### config.mk
export PLATFORM = sky130hd
export DESIGN_NAME = fetch_ctrl_flat
export DESIGN_NICKNAME = d
export VERILOG_FILES = /design/src/rtl/fetch_ctrl_if.sv /design/src/rtl/fetch_ctrl.sv /design/src/flat_wrapper.sv
export SDC_FILE = /design/constraint.sdc
export NUM_CORES = 1
export LEC_CHECK = 0
export CAP_MARGIN = 20
export CORE_MARGIN = 4
export CORE_UTILIZATION = 45
export DETAILED_ROUTE_END_ITERATION = 12
export PLACE_DENSITY = 0.76
export SLEW_MARGIN = 10
export SYNTH_ARGS = -nofsm -noshare
export SYNTH_HDL_FRONTEND = slang
export SYNTH_SLANG_ARGS = --single-unit
### constraint.sdc
create_clock -name clk -period 2.5 [get_ports clk]
set_input_delay 0.5 -clock clk [delete_from_list [all_inputs] [get_ports clk]]
set_output_delay 0.5 -clock clk [all_outputs]
set_load 0.05 [all_outputs]
### src/rtl/fetch_ctrl_if.sv
// Instruction-side SRAM-like bus: one request/address phase, one data phase.
// The fetch sequencer is the master; the instruction memory is the slave.
interface fetch_ctrl_if;
    logic        inst_req;
    logic [31:0] inst_addr;
    logic        inst_addr_ok;
    logic        inst_data_ok;
    logic [31:0] inst_rdata;

    modport master (
        output inst_req,
        output inst_addr,
        input  inst_addr_ok,
        input  inst_data_ok,
        input  inst_rdata
    );

    modport slave (
        input  inst_req,
        input  inst_addr,
        output inst_addr_ok,
        output inst_data_ok,
        output inst_rdata
    );
endinterface

### src/rtl/fetch_ctrl.sv
// IF-stage fetch sequencer: PC ownership, redirect arbitration, single-outstanding
// instruction bus, valid/stall handshake to decode. Optional macro: FETCH_ADDR_ERR_EN.
//
//   state    | meaning
//   ---------+-------------------------------------------------------------
//   S_REQ    | presenting pc on the bus, waiting for addr_ok
//   S_WAIT   | request accepted, waiting for data_ok
//   S_CANCEL | request accepted but stale; drop its data, then go to pending target
//   S_HOLD   | instruction held for decode until consumed or redirected
module fetch_ctrl #(
    parameter logic [31:0] RESET_ADDR = 32'hbfc0_0000,
    parameter logic [31:0] EXC_ADDR   = 32'hbfc0_0380
) (
    input  logic         clk,
    input  logic         resetn,
    input  logic         stall,
    input  logic         br_take,
    input  logic [31:0]  br_target,
    input  logic         exc_oc,
    input  logic         eret,
    input  logic [31:0]  epc,
    fetch_ctrl_if.master bus,
    output logic         if_valid,
    output logic [31:0]  if_pc,
    output logic [31:0]  if_inst,
    output logic         if_adel
);

    typedef enum logic [1:0] {S_REQ, S_WAIT, S_CANCEL, S_HOLD} state_t;

    state_t      state, state_nxt;
    logic [31:0] pc, pc_nxt;
    logic [31:0] pend_tgt, pend_tgt_nxt;
    logic        pend_vld, pend_vld_nxt;
    logic        if_valid_nxt;
    logic [31:0] if_pc_nxt, if_inst_nxt;
    logic        redir;
    logic [31:0] redir_tgt;

    always_comb begin
        redir = eret | exc_oc | br_take;
        if (eret)        redir_tgt = epc;
        else if (exc_oc) redir_tgt = EXC_ADDR;
        else             redir_tgt = br_target;
    end

`ifdef FETCH_ADDR_ERR_EN
    logic misalign;
    logic if_adel_r, if_adel_nxt;
    assign misalign     = |pc[1:0];
    assign bus.inst_req = resetn & (state == S_REQ) & ~misalign;
    assign if_adel      = if_adel_r;
`else
    assign bus.inst_req = resetn & (state == S_REQ);
    assign if_adel      = 1'b0;
`endif
    assign bus.inst_addr = {pc[31:2], 2'b00};

    always_comb begin
        state_nxt    = state;
        pc_nxt       = pc;
        pend_vld_nxt = pend_vld;
        pend_tgt_nxt = pend_tgt;
        if_valid_nxt = if_valid;
        if_pc_nxt    = if_pc;
        if_inst_nxt  = if_inst;
`ifdef FETCH_ADDR_ERR_EN
        if_adel_nxt  = if_adel_r;
`endif
        case (state)
            S_REQ: begin
`ifdef FETCH_ADDR_ERR_EN
                if (misalign) begin
                    if (redir) begin
                        pc_nxt = redir_tgt;
                    end else begin
                        state_nxt    = S_HOLD;
                        if_valid_nxt = 1'b1;
                        if_adel_nxt  = 1'b1;
                        if_pc_nxt    = pc;
                        if_inst_nxt  = '0;
                    end
                end else
`endif
                begin
                    // the request in flight stays on the bus; the redirect waits in pend_*
                    if (redir) begin
                        pend_vld_nxt = 1'b1;
                        pend_tgt_nxt = redir_tgt;
                    end
                    if (bus.inst_addr_ok)
                        state_nxt = (pend_vld | redir) ? S_CANCEL : S_WAIT;
                end
            end
            S_WAIT: begin
                if (redir) begin
                    if (bus.inst_data_ok) begin
                        pc_nxt    = redir_tgt;
                        state_nxt = S_REQ;
                    end else begin
                        pend_vld_nxt = 1'b1;
                        pend_tgt_nxt = redir_tgt;
                        state_nxt    = S_CANCEL;
                    end
                end else if (bus.inst_data_ok) begin
                    if_valid_nxt = 1'b1;
                    if_pc_nxt    = pc;
                    if_inst_nxt  = bus.inst_rdata;
`ifdef FETCH_ADDR_ERR_EN
                    if_adel_nxt  = 1'b0;
`endif
                    state_nxt    = S_HOLD;
                end
            end
            S_CANCEL: begin
                if (redir) pend_tgt_nxt = redir_tgt;
                if (bus.inst_data_ok) begin
                    pc_nxt       = redir ? redir_tgt : pend_tgt;
                    pend_vld_nxt = 1'b0;
                    state_nxt    = S_REQ;
                end
            end
            S_HOLD: begin
                if (redir) begin
                    if_valid_nxt = 1'b0;
                    pc_nxt       = redir_tgt;
                    state_nxt    = S_REQ;
                end else if (!stall) begin
                    if_valid_nxt = 1'b0;
                    pc_nxt       = if_pc + 32'd4;
                    state_nxt    = S_REQ;
                end
            end
            default: state_nxt = S_REQ;
        endcase
    end

    always_ff @(posedge clk or negedge resetn) begin
        if (!resetn) begin
            state     <= S_REQ;
            pc        <= RESET_ADDR;
            pend_vld  <= 1'b0;
            pend_tgt  <= '0;
            if_valid  <= 1'b0;
            if_pc     <= '0;
            if_inst   <= '0;
`ifdef FETCH_ADDR_ERR_EN
            if_adel_r <= 1'b0;
`endif
        end else begin
            state     <= state_nxt;
            pc        <= pc_nxt;
            pend_vld  <= pend_vld_nxt;
            pend_tgt  <= pend_tgt_nxt;
            if_valid  <= if_valid_nxt;
            if_pc     <= if_pc_nxt;
            if_inst   <= if_inst_nxt;
`ifdef FETCH_ADDR_ERR_EN
            if_adel_r <= if_adel_nxt;
`endif
        end
    end

endmodule

### src/flat_wrapper.sv
// flat-port wrapper written by rule: the top's interface ports become plain ports
module fetch_ctrl_flat 
#(
    parameter logic [31:0] RESET_ADDR = 32'hbfc0_0000,
    parameter logic [31:0] EXC_ADDR   = 32'hbfc0_0380
)
  (clk, resetn, stall, br_take, br_target, exc_oc, eret, epc, if_valid, if_pc, if_inst, if_adel, bus_inst_req, bus_inst_addr, bus_inst_addr_ok, bus_inst_data_ok, bus_inst_rdata);
  fetch_ctrl_if bus_i ();
  input  logic clk;
  input  logic resetn;
  input  logic stall;
  input  logic br_take;
  input  logic [31:0] br_target;
  input  logic exc_oc;
  input  logic eret;
  input  logic [31:0] epc;
  output logic if_valid;
  output logic [31:0] if_pc;
  output logic [31:0] if_inst;
  output logic if_adel;
  output wire logic [$bits(bus_i.inst_req)-1:0] bus_inst_req;
  output wire logic [$bits(bus_i.inst_addr)-1:0] bus_inst_addr;
  input wire logic [$bits(bus_i.inst_addr_ok)-1:0] bus_inst_addr_ok;
  input wire logic [$bits(bus_i.inst_data_ok)-1:0] bus_inst_data_ok;
  input wire logic [$bits(bus_i.inst_rdata)-1:0] bus_inst_rdata;
  assign bus_inst_req = bus_i.inst_req;
  assign bus_inst_addr = bus_i.inst_addr;
  assign bus_i.inst_addr_ok = bus_inst_addr_ok;
  assign bus_i.inst_data_ok = bus_inst_data_ok;
  assign bus_i.inst_rdata = bus_inst_rdata;
  fetch_ctrl #(.RESET_ADDR(RESET_ADDR), .EXC_ADDR(EXC_ADDR)) u_core (.clk(clk), .resetn(resetn), .stall(stall), .br_take(br_take), .br_target(br_target), .exc_oc(exc_oc), .eret(eret), .epc(epc), .bus(bus_i), .if_valid(if_valid), .if_pc(if_pc), .if_inst(if_inst), .if_adel(if_adel));
endmodule
==> metrics.txt, run 1 <==
fin area=9820 sq um; status=finished clean; Hold Crit Class=primary input to asynchronous set/reset pin; worst slew pin tran=742 ps; root buffer cell=clkbuf_16; GPL Wtd Cong=0.873; Critical Path RT=2000 ps; Int Pwr=6140 uW; clock slew at reported path FFs=60 ps; worst hold slack=154 ps; Register Area=3310 sq um; std cell rows=45; CP top delay family=buffers and inverters; Cells after Synth=700; Non-Filler Instances=1079; Initial Util=46.0%; DRC Markers=0; WS Path Type=register to output pin; number of max-cap violations=0; skew final=8.10 ps; vias per inst=5.70; combinational share of power=43.0%; Post-CTS Hold Buffers=0; Ys Warns=0; layout cells sized above 1=17.7%; Finish-stage setup viols=0; FF+latch count, synth=132; PostCTS Resize Cnt=0; Final ANT Viol Nets=0; post-placement cell count=1047; fmax=435 MHz; wirelength, routed=21.4 mm; setup slack, reg-to-reg=280 ps; Bufs and invs on worst path=1; post-synth top area share=44.0%; number of global-route vias before repair=6257; I/O Pins=203; IO buf count=199; TritonCTS sink count=132; H-tree Lvls=4; critical path launch point type=register; switching share of total power=41.1%; # diodes=0; reg2reg path depth=5; Main synth FF type=dfrtp_1; minimum clock period=2300 ps; initial antenna violation count=0; area of the core=15200 sq um; setup TNS=0 ps; Post-Syn Area=6990 sq um; PwrDens=1060 nW/um^2; r2r startpoint=u_core.if_pc[6]$_DFFE_PN0P_; CP max FO=3; unrepaired setup endpoints after global routing=no; reg2reg end=u_core.pc[23]$_DFFE_PN1P_; setup bufs post-CTS=0; worst skew pair latency=420 ps; initial DRC count=637; DP Wirelength=15.5 mm; critical path endpoint category=output pin; Clock Path Buffers=2; global-route wire length before repair=34.0 mm; Avg Cell Area, Syn=9.99 sq um; Max Transition Viols Final=0; drt first pass iters=5; area added between synthesis and finish=40.5%; share of power burned in registers=32.1%; total gr overflow=0; Final Cycle Share=92.0%; CTS tree=yes; leakage dissipation=0.00414 uW; Arrival @ worst endpoint=1800 ps; Max rail drop VDD=0.528 mV; CP max stage delay=810 ps; Die H=133 um; leading cell type in the layout, fill and taps excluded=clkdlybuf4s50_1; vias=6147; Tot GR Track Use=24.4%; power share of the clock group=24.9%; Synth area leader=dfrtp_1; drt wl/cell=19.8 um; Die Width=133 um; Nets=988; sequential area share after synthesis=47.4%; multi-input logic area=3220 sq um; Rel. slew slack=50.6%; Cell Area, Placed=9210 sq um; top post-synthesis cells by area=dfrtp_1 (44%), mux2_2 (11%), nand2_1 (3.8%); Slowest-stage cell, CP=clkdlybuf4s50_1; Unique masters post-synth=62; final hold viol count=0; critical-path cell list=clkdlybuf4s50_1; most frequent cells in the layout=clkdlybuf4s50_1 (197), dfrtp_1 (123), nand2_1 (70), mux2_2 (66), nor2_1 (52); Post-synth EDFFs=0; Util after Layout=64.6%; cts bufs inserted=17; DIE AREA=17600 sq um; ys async rst share=100%; Fillers=1214; switching pwr=4280 uW; largest net degree at the start of global routing=133
[logic make-up (layout without fill, tap and decap cells)]
logic type | after synthesis | in the layout | share of synthesized area, %
xor gates and xnor gates | 16 | 16 | 2.00
other | 1 | 3 | 0.0536
AOI/OAI and AO/OA | 184 | 184 | 17.3
muxes | 71 | 71 | 11.3
DFF | 132 | 132 | 47.4
and+or+nand+nor | 196 | 196 | 13.7
adders and majority gates | 6 | 6 | 1.07
buffers and inverters | 94 | 283 | 7.14
[layer usage]
metal	global-route usage (%)	vias up	part of all wire [%]
met5	0	-	0
met4	6.47	0	1.7
met3	6.65	34	8.2
met2	38.5	258	47
met1	33.4	2987	43
li1	-	2868	-
[flip-flops by register name, indices dropped and copies added (netlist names)]
name and count:
u_core.pend_vld 1, u_core.if_pc 32, u_core.pend_tgt 32, u_core.pc 32, u_core.if_inst 32, u_core.state 2, u_core.if_valid 1
[power groups by stage]
stage / Sequential, uW / Combinational, uW / Clock [uW]
floorplan: 3830 / 2550 / 0
global route: 3420 / 4750 / 2720
detailed placement: 3350 / 4460 / 0
CTS: 3330 / 4480 / 2630
global placement: 3330 / 4420 / 0
finish: 3340 / 4470 / 2590
[cells in the mapped netlist (15+ instances only)]
cell type and n:
a31oi_1 17, o21ai_1 15, mux2_2 66, o21ai_0 43, nand2_1 70, buf_4 33, clkbuf_1 34, nor2_1 53
a21oi_1 18, dfrtp_1 123, a22oi_1 24
[worst max-delay path by stage]
stage / to / slack [ps] / from / depth (start not counted)
after floorplan: u_core.pc[23]$_DFFE_PN1P_ / 100 / u_core.if_pc[4]$_DFFE_PN0P_ / 7
after global placement: u_core.pc[30]$_DFFE_PN0P_ / 100 / exc_oc / 7
after detailed placement: u_core.pc[30]$_DFFE_PN0P_ / 60 / exc_oc / 7
after CTS: bus_inst_addr[25] / 200 / u_core.pc[25]$_DFFE_PN1P_ / 1
after global routing: if_pc[17] / 160 / u_core.if_pc[17]$_DFFE_PN0P_ / 1
final: bus_inst_addr[25] / 200 / u_core.pc[25]$_DFFE_PN1P_ / 1
[area by class of cell]
class | count | area share, %
flip-flops and latches | 132 | 33.8
multi-input cells | 476 | 32.7
repair buffers | 238 | 24.4
clock buffers | 22 | 4.63
well taps | 188 | 2.40
clock inverters | 10 | 1.58
inverters | 13 | 0.497
[through the flow]
stage | setup WS, ps | total power [uW]
2_1_floorplan | 97.5 | 6380
3_5_place_dp | 62.5 | 7820
5_1_grt | 163 | 10900
6_report | 200 | 10400
4_1_cts | 197 | 10400
3_3_place_gp | 103 | 7750
No activity file was read; power rests on OpenSTA's default activity.
==> run 2, diff against run 1 <==
==> constraint.sdc (replaced) <==
create_clock -name clk -period 2.55 [get_ports clk]
set_input_delay 0.51 -clock clk [delete_from_list [all_inputs] [get_ports clk]]
set_output_delay 0.51 -clock clk [all_outputs]
set_load 0.05 [all_outputs]
==> metrics.txt, run 2 (synthesis gave the netlist of run 1 again) <==
Die Width=133 um (unchanged); Critical Path RT=2040 ps (was 2000 ps); minimum clock period=2290 ps; worst skew pair latency=410 ps (was 420 ps); Max rail drop VDD=0.533 mV (was 0.528 mV); setup bufs post-CTS=0 (unchanged); H-tree Lvls=4 (unchanged); DRC Markers=0 (unchanged); TritonCTS sink count=132 (unchanged); GPL Wtd Cong=0.912 (was 0.873); CP max FO=7 (was 3); unrepaired setup endpoints after global routing=no (unchanged); fmax=436 MHz; final hold viol count=0 (unchanged); Arrival @ worst endpoint=1780 ps (was 1800 ps); Rel. slew slack=52.2% (was 50.6%); PwrDens=1030 nW/um^2 (was 1060 nW/um^2); number of global-route vias before repair=6105 (was 6257); initial antenna violation count=0 (unchanged); Nets=982 (was 988); Final Cycle Share=90.0%; r2r startpoint=u_core.state[0]$_DFFE_PN0P_ (was u_core.if_pc[6]$_DFFE_PN0P_); Final ANT Viol Nets=0 (unchanged); Slowest-stage cell, CP=clkdlybuf4s50_1 (unchanged); area added between synthesis and finish=39.6% (was 40.5%); worst slack at placement=101 ps (was 62.5 ps); leading cell type in the layout, fill and taps excluded=clkdlybuf4s50_1 (unchanged); Initial Util=46.0% (unchanged); status=finished clean (unchanged); CP top delay family=buffers and inverters (unchanged); WS Path Type=register to output pin (unchanged); drt first pass iters=5 (unchanged); Die H=133 um (unchanged); std cell rows=45 (unchanged); clock slew at reported path FFs=60 ps (about the same); reg2reg end=u_core.pc[28]$_DFFE_PN1P_ (was u_core.pc[23]$_DFFE_PN1P_); Bufs and invs on worst path=1 (unchanged); IO buf count=199 (unchanged); # diodes=0 (unchanged); setup TNS=0 ps (unchanged); critical path endpoint category=output pin (unchanged); largest net degree at the start of global routing=133 (unchanged); cts bufs inserted=17 (unchanged); CP max stage delay=870 ps (was 810 ps); post-placement cell count=1041 (was 1047); reg2reg path depth=8 (was 5); worst slew pin tran=717 ps (was 742 ps); critical-path cell list=clkdlybuf4s50_1 (unchanged); DP Wirelength=15.5 mm (about the same); root buffer cell=clkbuf_16 (unchanged); Post-CTS Hold Buffers=0 (unchanged); setup slack, reg-to-reg=320 ps (was 280 ps); CTS tree=yes (unchanged); Finish-stage setup viols=0 (unchanged); critical path launch point type=register (unchanged); vias=6129 (was 6147); wirelength, routed=21.4 mm (about the same); Tot GR Track Use=24.2% (was 24.4%); drt wl/cell=20.0 um (was 19.8 um); Max Transition Viols Final=0 (unchanged); I/O Pins=203 (unchanged); skew final=8.00 ps (was 8.10 ps); Non-Filler Instances=1073 (was 1079); most frequent cells in the layout=clkdlybuf4s50_1 (197), dfrtp_1 (123), nand2_1 (70), mux2_2 (66), nor2_1 (52) (unchanged); global-route wire length before repair=33.6 mm (was 34.0 mm); worst hold slack=192 ps (was 154 ps); DIE AREA=17600 sq um (unchanged); Hold Crit Class=primary input to asynchronous set/reset pin (unchanged); leakage dissipation=0.00410 uW (was 0.00414 uW); Clock Path Buffers=2 (unchanged); CP startpoint=u_core.if_pc[14]$_DFFE_PN0P_ (was u_core.pc[25]$_DFFE_PN1P_); slack of the critical path=256 ps (was 200 ps); vias per inst=5.71 (was 5.70); PostCTS Resize Cnt=0 (unchanged); total gr overflow=0 (unchanged); area of the core=15200 sq um (unchanged); layout cells sized above 1=17.3% (was 17.7%); initial DRC count=765 (was 637); number of max-cap violations=0 (unchanged)
## run 2: area by class of cell
class,instances,area [sq um]
tap,188,235
inverter,13,48.8
clock buffer,24,492
sequential,132,3310
clock inverter,8,100
fill,1247,5450
multi-input combinational,476,3220
timing repair buffer,232,2350
## run 2: worst max path at each step
stage               cells after the start                   endpoint
finish                                  1                  if_pc[14]
floorplan                               7  u_core.pc[23]$_DFFE_PN1P_
global placement                        6  u_core.pc[17]$_DFFE_PN0P_
CTS                                     2                   if_pc[5]
global route                            8  u_core.pc[28]$_DFFE_PN1P_
detailed placement                      6  u_core.pc[17]$_DFFE_PN0P_
## run 2: metal layers
metal	up-vias	wire, um	part of all wire, %	global-route usage, %
li1	2857	-	-	-
met5	-	0	0	0
met3	33	1920	9.0	6.92
met1	2928	9050	42	33.1
met2	311	10100	47	37.9
met4	0	366	1.7	6.76
## run 2: stage by stage
| stage | power (uW) | util [%] | cell area, sq um |
|---|---|---|---|
| 2_1_floorplan | 6260 | - | 7000 |
| 4_1_cts | 10100 | 64.2 | 9760 |
| 5_1_grt | 10500 | 64.2 | 9760 |
| 3_5_place_dp | 7650 | 60.3 | 9170 |
| 3_3_place_gp | 7590 | 60.3 | 9170 |
| 6_report | 10100 | 64.2 | 9760 |
## run 2: power by group
part,switching [uW],internal [uW]
Clock,883,1540
Combinational,2740,1630
Sequential,555,2720
==> run 3, diff against run 2 <==
--- a/config.mk
+++ b/config.mk
@@ -8,6 +8,7 @@
 export CAP_MARGIN = 20
 export CORE_MARGIN = 4
 export CORE_UTILIZATION = 45
+export CTS_BUF_LIST = sky130_fd_sc_hd__clkbuf_4
 export DETAILED_ROUTE_END_ITERATION = 12
 export PLACE_DENSITY = 0.76
 export SLEW_MARGIN = 10
==> metrics.txt, run 3 (synthesis gave the netlist of run 1 again) <==
TritonCTS sink count=132 (unchanged); critical path launch point type=register (unchanged); post-placement cell count=1041 (unchanged); setup bufs post-CTS=0 (unchanged); slack of the critical path=109 ps (was 256 ps); I/O Pins=203 (unchanged); wirelength, routed=20.8 mm (was 21.4 mm); CP max stage delay=820 ps (was 870 ps); setup TNS=0 ps (unchanged); Non-Filler Instances=1073 (unchanged); drt wl/cell=19.4 um (was 20.0 um); most frequent cells in the layout=clkdlybuf4s50_1 (197), dfrtp_1 (123), nand2_1 (70), mux2_2 (66), nor2_1 (52) (unchanged); vias per inst=5.68 (was 5.71); r2r startpoint=u_core.state[0]$_DFFE_PN0P_ (unchanged); met3 usage=7.91% (was 6.92%); drt first pass iters=5 (unchanged); Max Transition Viols Final=0 (unchanged); CP startpoint=u_core.pc[29]$_DFFE_PN1P_ (was u_core.if_pc[14]$_DFFE_PN0P_); final hold viol count=0 (unchanged); leakage dissipation=0.00395 uW (was 0.00410 uW); Hold Crit Class=primary input to asynchronous set/reset pin (unchanged); critical-path cell list=clkdlybuf4s50_1 (unchanged); initial antenna violation count=0 (unchanged); Finish-stage setup viols=0 (unchanged); Arrival @ worst endpoint=1930 ps (was 1780 ps); IO buf count=199 (unchanged); PwrDens=951 nW/um^2 (was 1030 nW/um^2); layout cells sized above 1=17.2% (was 17.3%); Slowest-stage cell, CP=clkdlybuf4s50_1 (unchanged); H-tree Lvls=4 (unchanged); skew final=15.2 ps (was 8.00 ps); total gr overflow=0 (unchanged); WS Path Type=register to output pin (unchanged); Nets=982 (unchanged); PostCTS Resize Cnt=0 (unchanged); std cell rows=45 (unchanged); area of the core=15200 sq um (unchanged); reg2reg end=u_core.pc[28]$_DFFE_PN1P_ (unchanged); # diodes=0 (unchanged); Bufs and invs on worst path=1 (unchanged); worst slew pin tran=741 ps (was 717 ps); Tot GR Track Use=23.7% (was 24.2%); fin area=9430 sq um (was 9760 sq um); CP top delay family=buffers and inverters (unchanged); reg2reg path depth=8 (unchanged); vias=6094 (was 6129); DP Wirelength=15.5 mm (unchanged); initial DRC count=642 (was 765); GRT Max-Usage Layer=met2 (unchanged); Initial Util=46.0% (unchanged); unrepaired setup endpoints after global routing=no (unchanged); minimum clock period=2440 ps (was 2290 ps); Final ANT Viol Nets=0 (unchanged); global-route wire length before repair=32.8 mm (was 33.6 mm); grt met2 use=36.3% (was 37.9%); cts bufs inserted=17 (unchanged); Die H=133 um (unchanged); Critical Path RT=2040 ps (about the same); critical path endpoint category=output pin (unchanged); Clock Path Buffers=2 (unchanged); met1 Track Usage GR=32.3% (was 33.1%); CTS tree=yes (unchanged); Cell Area, Placed=9170 sq um (unchanged); Rel. slew slack=50.6% (was 52.2%); root buffer cell=clkbuf_4 (was clkbuf_16); leading cell type in the layout, fill and taps excluded=clkdlybuf4s50_1 (unchanged); GPL Wtd Cong=0.912 (unchanged); status=finished clean (unchanged); largest net degree at the start of global routing=133 (unchanged); number of max-cap violations=0 (unchanged); CP max FO=3 (was 7); setup slack, reg-to-reg=340 ps (was 320 ps); fmax=410 MHz (was 436 MHz); area added between synthesis and finish=34.9% (was 39.6%); worst skew pair latency=540 ps (was 410 ps); Post-CTS Hold Buffers=0 (unchanged); number of global-route vias before repair=5980 (was 6105); DRC Markers=0 (unchanged); clock slew at reported path FFs=120 ps (was 60 ps); Final Cycle Share=95.7% (was 90.0%); Die Width=133 um (unchanged); worst slack at placement=101 ps (unchanged); Max rail drop VDD=0.497 mV (was 0.533 mV); DIE AREA=17600 sq um (unchanged); Fillers=1314 (was 1247)
-- run 3: area by class of cell --
class,instances,area (sq um),share of cell area [%]
Inverter,13,48.8,0.517
Clock inverter,12,115,1.22
Clock buffer,20,150,1.59
Multi-Input combinational cell,476,3220,34.1
Timing Repair Buffer,232,2350,24.9
Sequential cell,132,3310,35.1
Tap cell,188,235,2.49
-- run 3: where the power goes --
group	switching, uW	internal, uW	total (uW)
sequential	546	2710	3260
combinational	2740	1630	4360
clock	751	596	1350
-- run 3: through the flow --
stage	hold WS, ps	utilization, %	power [uW]
4_1_cts	78.9	62.0	9010
2_1_floorplan	214	-	6260
6_report	2.95	62.0	8970
3_3_place_gp	458	60.3	7590
3_5_place_dp	471	60.3	7650
5_1_grt	76.0	62.0	9440
-- run 3: worst max path at each step --
stage,end,depth (start not counted),slack (ps)
after floorplan,u_core.pc[23]$_DFFE_PN1P_,7,150
after global placement,u_core.pc[17]$_DFFE_PN0P_,6,150
after detailed placement,u_core.pc[17]$_DFFE_PN0P_,6,100
after CTS,bus_inst_addr[29],1,60
after global routing,if_pc[22],1,6
final,bus_inst_addr[29],1,110
-- run 3: routing by layer --
| metal | vias to the layer above | routed length, um |
|---|---|---|
| li1 | 2856 | - |
| met1 | 2919 | 8830 |
| met2 | 287 | 9600 |
| met3 | 32 | 1990 |
| met4 | 0 | 384 |
| met5 | - | 0 |
